$ cat src/rtl/cfg_pkg.sv
// Shared types and constants for the serial configuration loader.
package cfg_pkg;

    typedef enum logic [1:0] {
        ST_IDLE  = 2'd0,
        ST_LOAD  = 2'd1,
        ST_SHIFT = 2'd2,
        ST_CHECK = 2'd3
    } state_t;

    localparam logic [7:0] CRC8_POLY = 8'h07;
    localparam logic [7:0] CRC8_INIT = 8'h00;

    // One serial CRC-8 step: feedback is the outgoing MSB xor the new bit.
    function automatic logic [7:0] crc8_step(input logic [7:0] crc, input logic din);
        logic fb;
        fb = crc[7] ^ din;
        return {crc[6:0], 1'b0} ^ (fb ? CRC8_POLY : 8'h00);
    endfunction

endpackage

$ cat src/rtl/cfg_crc8.sv
// Serial CRC-8 accumulator over the bits driven onto the config chain.
module cfg_crc8
    import cfg_pkg::*;
(
    input  logic       clk,
    input  logic       rst_n,
    input  logic       clr,
    input  logic       en,
    input  logic       din,
    output logic [7:0] crc
);

    // Clear has priority over update so a new load always starts from init.
    always_ff @(posedge clk) begin
        if (!rst_n) begin
            crc <= CRC8_INIT;
        end else if (clr) begin
            crc <= CRC8_INIT;
        end else if (en) begin
            crc <= crc8_step(crc, din);
        end
    end

endmodule

$ cat src/rtl/cfg_loader.sv
// Byte-wide to serial config chain loader with trailing CRC-8 check.
//
// state    | meaning
// ---------+-----------------------------------------------------------
// ST_IDLE  | waiting for start; chain untouched
// ST_LOAD  | in_ready high, waiting for the next config byte
// ST_SHIFT | driving one bit per cycle onto the chain, MSB first
// ST_CHECK | in_ready high, waiting for the CRC byte to compare
module cfg_loader
    import cfg_pkg::*;
#(
    parameter int CHAIN_LEN = 8,
    parameter int DW        = 8
) (
    input  logic          clk,
    input  logic          rst_n,
    input  logic          start,
    input  logic          abort,
    input  logic [DW-1:0] in_data,
    input  logic          in_valid,
    output logic          in_ready,
    output logic          cfg_si,
    output logic          cfg_shift_en,
    output logic          busy,
    output logic          done,
    output logic          crc_err
);

    localparam int CW = $clog2(CHAIN_LEN + 1);

    state_t        state;
    state_t        state_nxt;
    logic [DW-1:0] shreg;
    logic [3:0]    bit_left;
    logic [CW-1:0] bits_done;
    logic [CW-1:0] bits_rem;
    logic [3:0]    byte_bits;
    logic [7:0]    crc;
    logic          start_ok;
    logic          accept;
    logic          last_bit;
    logic          more_bits;

    // Bits still owed to the chain decide how much of the next byte is used;
    // a final partial byte keeps only its upper bits.
    assign bits_rem  = CW'(CHAIN_LEN) - bits_done;
    assign byte_bits = (32'(bits_rem) >= 32'd8) ? 4'd8 : 4'(bits_rem);
    assign last_bit  = (bit_left == 4'd1);
    assign more_bits = (32'(bits_done) + 32'd1) < 32'(CHAIN_LEN);

    // State register.
    always_ff @(posedge clk) begin
        if (!rst_n) begin
            state <= ST_IDLE;
        end else begin
            state <= state_nxt;
        end
    end

    // Next-state and handshake/chain outputs; abort overrides everything.
    always_comb begin
        state_nxt    = state;
        in_ready     = 1'b0;
        cfg_shift_en = 1'b0;
        cfg_si       = 1'b0;
        start_ok     = 1'b0;
        accept       = 1'b0;
        busy         = (state != ST_IDLE);
        case (state)
            ST_IDLE: begin
                if (start) begin
                    start_ok  = 1'b1;
                    state_nxt = ST_LOAD;
                end
            end
            ST_LOAD: begin
                in_ready = 1'b1;
                if (in_valid) begin
                    accept    = 1'b1;
                    state_nxt = ST_SHIFT;
                end
            end
            ST_SHIFT: begin
                cfg_shift_en = 1'b1;
                cfg_si       = shreg[DW-1];
                if (last_bit) begin
                    state_nxt = more_bits ? ST_LOAD : ST_CHECK;
                end
            end
            ST_CHECK: begin
                in_ready = 1'b1;
                if (in_valid) begin
                    accept    = 1'b1;
                    state_nxt = ST_IDLE;
                end
            end
            default: state_nxt = ST_IDLE;
        endcase
        if (abort) begin
            state_nxt = ST_IDLE;
            start_ok  = 1'b0;
            accept    = 1'b0;
        end
    end

    // Datapath: byte capture, per-byte down-counter, saturating bit count, status flags.
    always_ff @(posedge clk) begin
        if (!rst_n) begin
            shreg     <= '0;
            bit_left  <= 4'd0;
            bits_done <= '0;
            done      <= 1'b0;
            crc_err   <= 1'b0;
        end else begin
            done <= 1'b0;
            if (start_ok) begin
                bits_done <= '0;
                crc_err   <= 1'b0;
            end
            if (accept && state == ST_LOAD) begin
                shreg    <= in_data;
                bit_left <= byte_bits;
            end
            if (accept && state == ST_CHECK) begin
                done <= 1'b1;
                if (in_data != crc) begin
                    crc_err <= 1'b1;
                end
            end
            if (cfg_shift_en) begin
                shreg    <= {shreg[DW-2:0], 1'b0};
                bit_left <= bit_left - 4'd1;
                if (bits_done != CW'(CHAIN_LEN)) begin
                    bits_done <= bits_done + CW'(1);
                end
            end
        end
    end

    cfg_crc8 u_crc8 (
        .clk   (clk),
        .rst_n (rst_n),
        .clr   (start_ok),
        .en    (cfg_shift_en),
        .din   (cfg_si),
        .crc   (crc)
    );

endmodule

$ cat config.mk
export PLATFORM = sky130hd
export DESIGN_NAME = cfg_loader
export DESIGN_NICKNAME = d
export VERILOG_FILES = /design/src/rtl/cfg_pkg.sv /design/src/rtl/cfg_crc8.sv /design/src/rtl/cfg_loader.sv
export SDC_FILE = /design/constraint.sdc
export NUM_CORES = 1
export LEC_CHECK = 0
export ABC_AREA = 0
export BUFFER_PORTS_ARGS = -buffer_cell sky130_fd_sc_hd__buf_2
export CAP_MARGIN = 30
export CORE_UTILIZATION = 60
export CTS_CLUSTER_SIZE = 12
export DETAILED_ROUTE_END_ITERATION = 16
export PLACE_DENSITY = 0.82
export SYNTH_ARGS = -nofsm -noshare
export SYNTH_HDL_FRONTEND = slang
export SYNTH_SLANG_ARGS = --single-unit
export TNS_END_PERCENT = 30
$ cat constraint.sdc
create_clock -name clk -period 2.74 [get_ports clk]
set_input_delay 0.548 -clock clk [delete_from_list [all_inputs] [get_ports clk]]
set_output_delay 0.548 -clock clk [all_outputs]
set_load 0.02 [all_outputs]
# After elaboration in Yosys (flattened, before gate mapping)

Cells that the tools add are included.

Add/subtract/negate cells: 4
$mul: 0
Div/mod/pow operators: 0
Order comparisons: 2
Eq/ne operators: 10
Shifts and indexed selects: 0
Muxes and demuxes: 28
Bitwise gates (word level): 3
Reduce and logical (&&, ||, !) cells: 10

Operators by type and width:

| cell                                                        | count |
|---|---|
| two-way mux 4 bit                                           | 6 |
| two-way mux 8 bit                                           | 2 |
| two-way mux 1 bit                                           | 13 |
| two-way mux 2 bit                                           | 5 |
| inequality test 2 bit (second input constant)               | 4 |
| inequality test 8 bit                                       | 1 |
| one-hot mux 2 bit (4 select lines)                          | 1 |
| OR reduction 2 bit                                          | 4 |
| XOR 8 bit                                                   | 1 |
| adder 4 x 1 -> 5 bit (second input constant)                | 1 |
| less-than comparator 5 x 4 -> 1 bit (second input constant) | 1 |
| adder 4 x 1 -> 4 bit (second input constant)                | 1 |
| equality test 2 bit (second input constant)                 | 2 |
| equality test 4 x 1 -> 1 bit (second input constant)        | 1 |
| >= comparator 4 bit (second input constant)                 | 1 |
| inequality test 4 bit (second input constant)               | 1 |
| AND reduction 4 bit                                         | 1 |
| nonzero test 2 bit                                          | 2 |
| subtractor 4 x 1 -> 4 bit (second input constant)           | 1 |
| subtractor 4 bit (first input constant)                     | 1 |
| two-way mux 3 bit                                           | 1 |
| equality test 2 x 1 -> 1 bit (second input constant)        | 1 |
| logical AND 1 bit                                           | 2 |
| zero test 2 bit                                             | 1 |
| 2 further kinds                                             | 2 |

Bits in registers: 28
Bits in latches: 0
Memory bits (writable): 0
Memory bits (read-only): 0
Output and inout port bits: 6
Memories kept: 0

# Logic depth before layout (Yosys ltp)

Word-level depth: 7
Mapped depth: 7
Depth with buffers taken out: 6

# By module

Synthesis repeated with hierarchy kept, for this count alone.

Cell total of the unflattened synthesis: 165
Area total of the unflattened synthesis: 1498.9 um^2

By module, submodules not included:

| module     | instances | cells an instance | area an instance (um^2) | seq. area each (um^2) |
|---|---|---|---|---|
| cfg_loader | 1         | 132               | 1156.1                  | 400.4 |
| cfg_crc8   | 1         | 33                | 342.8                   | 160.2 |

# Worst setup path after synthesis

OpenSTA, ideal clock, no wires.

Kind: flip-flop to output port
Start: register state[0]
End: output cfg_si
Arrival time: 1.232 ns
Required time: 2.192 ns
Slack: 0.960 ns
Stages on the path, launching flop included: 6
Path buffers: 2
Cells stage by stage: dfxtp_1 -> buf_6 -> nand2b_1 -> inv_2 -> buf_2 -> and2_1

Cells in the longest elaborated chain, start to end: 2

Ends and longest elaborated chain:

| what                     | line             | text |
|---|---|---|
| start: declaration       | cfg_loader.sv:31 | `state_t state;` |
| start signal: assignment | cfg_loader.sv:56 | `state <= state_nxt;` |
| equality test 2 bit      | cfg_loader.sv:69 | `case (state)` |
| two-way mux 1 bit        | cfg_loader.sv:69 |  |
| end: declaration         | cfg_loader.sv:22 | `output logic cfg_si,` |

No other way between the ends.

# Final worst setup path

Ends and elaborated chain as after synthesis.

==> out/results.ini <==
[drt]
drtIter0Drc=42
via_per_inst=5.80
ant_nets=0
vias=1236
drcViolationCount=0
drt-total-wl_mm=3.02
firstDrtPassIters=10
post_drt_wl_per_cell_um=14.2

[setup_path]
crit_family=simple AND/OR/NAND/NOR gates
required_ns=2.19
slowest_stage=dfxtp_1
start_kind=flop
critical_path.max_stage_delay_ns=0.51
crit_fanout=16
crit_type=reg2out
critPathBufInv=2
r2r_setup_slack_ns=0.59
end_kind=output port
cp_cell_sequence=nand2b_1, inv_2, and2_1, buf_2
cp.arrival_ns=1.90

[sta]
min_period_ns=2.45
maxSlewHeadroom_pct=67.2
fmax_mhz=408
period_share_pct=89.5
drv_slew=0
setup_violations=0
clock_skew_ns=0.00274
final_hold_viol_count=0
tightest_slew_ns=0.492
rsz0062_at_grt=false
setup_ws_ns=0.288
final.setup.tns_ns=0

[cells_and_area]
final_nets=204
layout_commonest_cell=nand2_1
antenna-diode-count=0
most-common-layout-cells=32 x nand2_1, 28 x dfxtp_1, 18 x buf_2
area_growth_pct=6.74
n_fill_cell=193
final_area_mm2=0.00157
drive_gt1_share_pct=16.8

[placed_design]
dp_slack_ns=0.639
io_buffers=18
placed_area_mm2=0.00154
routabilityCongestion=0.848
hpwl_mm=2.25

[global_route]
grt.met2_usage_pct=44.8
overflow=0
grt_pass1_wl_mm=5.20
antenna_found_initial=0
busiest_layer=met2
grt_max_degree=23
use_met3_pct=4.46
met1_usage_pct=32.3
grt_pass1_vias=1190
grt_usage_pct=26.5

[clock_network]
cts_made_buffers=3
root_buffer=clkbuf_4
cts_num_sinks=28
cts_tree=done
h-tree-depth=1
cts.clk_slew.worst_paths_ns=0.15
postCtsSetupRepairBufs=0
insertion_delay_ns=0.32
cts_resized=0
hold_buffers=0
cts_buffer_depth=2

[logic_synthesis]
synth.area.top_cells=dfxtp_1 38%, xnor2_1 8.4%, nand2_1 8.2%
yosys_warnings=0
ys_types=46
synth-seq-cells=28
synth_fp_nets=191
synth_edf_count=0
seq_area_frac_synth_pct=38.2
synth_top_area_cell=dfxtp_1
synth_top_flop_cell=dfxtp_1
synth-async-reset-ratio_pct=0
avgSynthCellArea_um2=8.43
synthCells=174
synth_top_area_share_pct=38.2
synthesis.area_mm2=0.00147

[die]
row_count=17
dieHeight_um=51.4
die_w_um=51.4
initial_core_util_pct=65.0
coreArea_mm2=0.00225
pin_count=19
dieArea_mm2=0.00265

[flow_run]
cap_violations=0

[status]
status=finished, final reports clean

[pwr]
power.leakage_nw=0.581
vdd_drop_max_mv=0.320
p_per_area_mw_per_mm2=417

[worst_hold_path]
min_path_type=in2reg

## cells by family (layout without fill, tap and decap cells)
family / after synthesis / in the layout / share of synthesized area, %
AOI/OAI and AO/OA: 45 / 45 / 20.8
muxes: 2 / 2 / 1.37
and+or+nand+nor: 63 / 63 / 21.5
xor gates and xnor gates: 16 / 16 / 9.56
buffers and inverters: 16 / 27 / 5.12
adders and majority gates: 4 / 4 / 3.41
DFF: 28 / 28 / 38.2
## final timing paths
path / from / to / cells after the start
setup / recovery: state[0] / cfg_si / 4
setup reg to reg: state[0] / bit_left[0] / 6
hold reg to reg: crc_err / crc_err / 2
hold / removal: in_valid / state[0] / 2
## where the power goes
group          internal [mW]  switching, mW
clock network         0.0516          0.118
registers              0.412        0.00554
logic                 0.0289         0.0368
## state kept, by name, summed over array words and instances (netlist names)
name and cells:
shreg 8, u_crc8.crc 8, bit_left 4, bits_done 4, state 2, crc_err 1
done 1
## synth_stat cells, types with 2 or more instances
library cell and n:
o21ai_1 2, mux2i_1 2, inv_1 4, a211oi_1 2
nand3_1 3, xnor2_1 14, xor2_1 2, nand4_1 2
ha_1 4, buf_2 3, o211ai_1 2, nand2_1 32
a22oi_1 7, clkbuf_1 6, nand2b_1 4, a21oi_1 10
dfxtp_1 28, nor2_1 7, nor3_1 2, nand3b_1 2
a21boi_0 9, o21ai_0 3
## layout make-up
| type | instances | area [µm²] | share of cell area (%) |
|---|---|---|---|
| sequential | 28 | 561 | 35.8 |
| tap | 28 | 35.0 | 2.24 |
| multi-input combinational | 130 | 831 | 53.1 |
| timing repair buffer | 19 | 97.6 | 6.24 |
| clock buffer | 3 | 22.5 | 1.44 |
| inverter | 5 | 18.8 | 1.20 |
## stage by stage
stage	util [%]	power (mW)	instances	hold slack (ns)
floorplan	-	0.470	174	0.444
global placement	68.4	0.489	210	0.428
detailed placement	68.4	0.492	210	0.454
CTS	69.4	0.656	213	0.422
global route	69.4	0.680	213	0.438
finish	69.4	0.653	213	0.437
## routing by layer
layer  up-vias  part of all wire, %
li1        622                    -
met1       581                   46
met2        29                   49
met3         4                  3.5
met4         0                 0.96
met5         -                    0
Note: power is estimated with default switching activity, not from simulation.
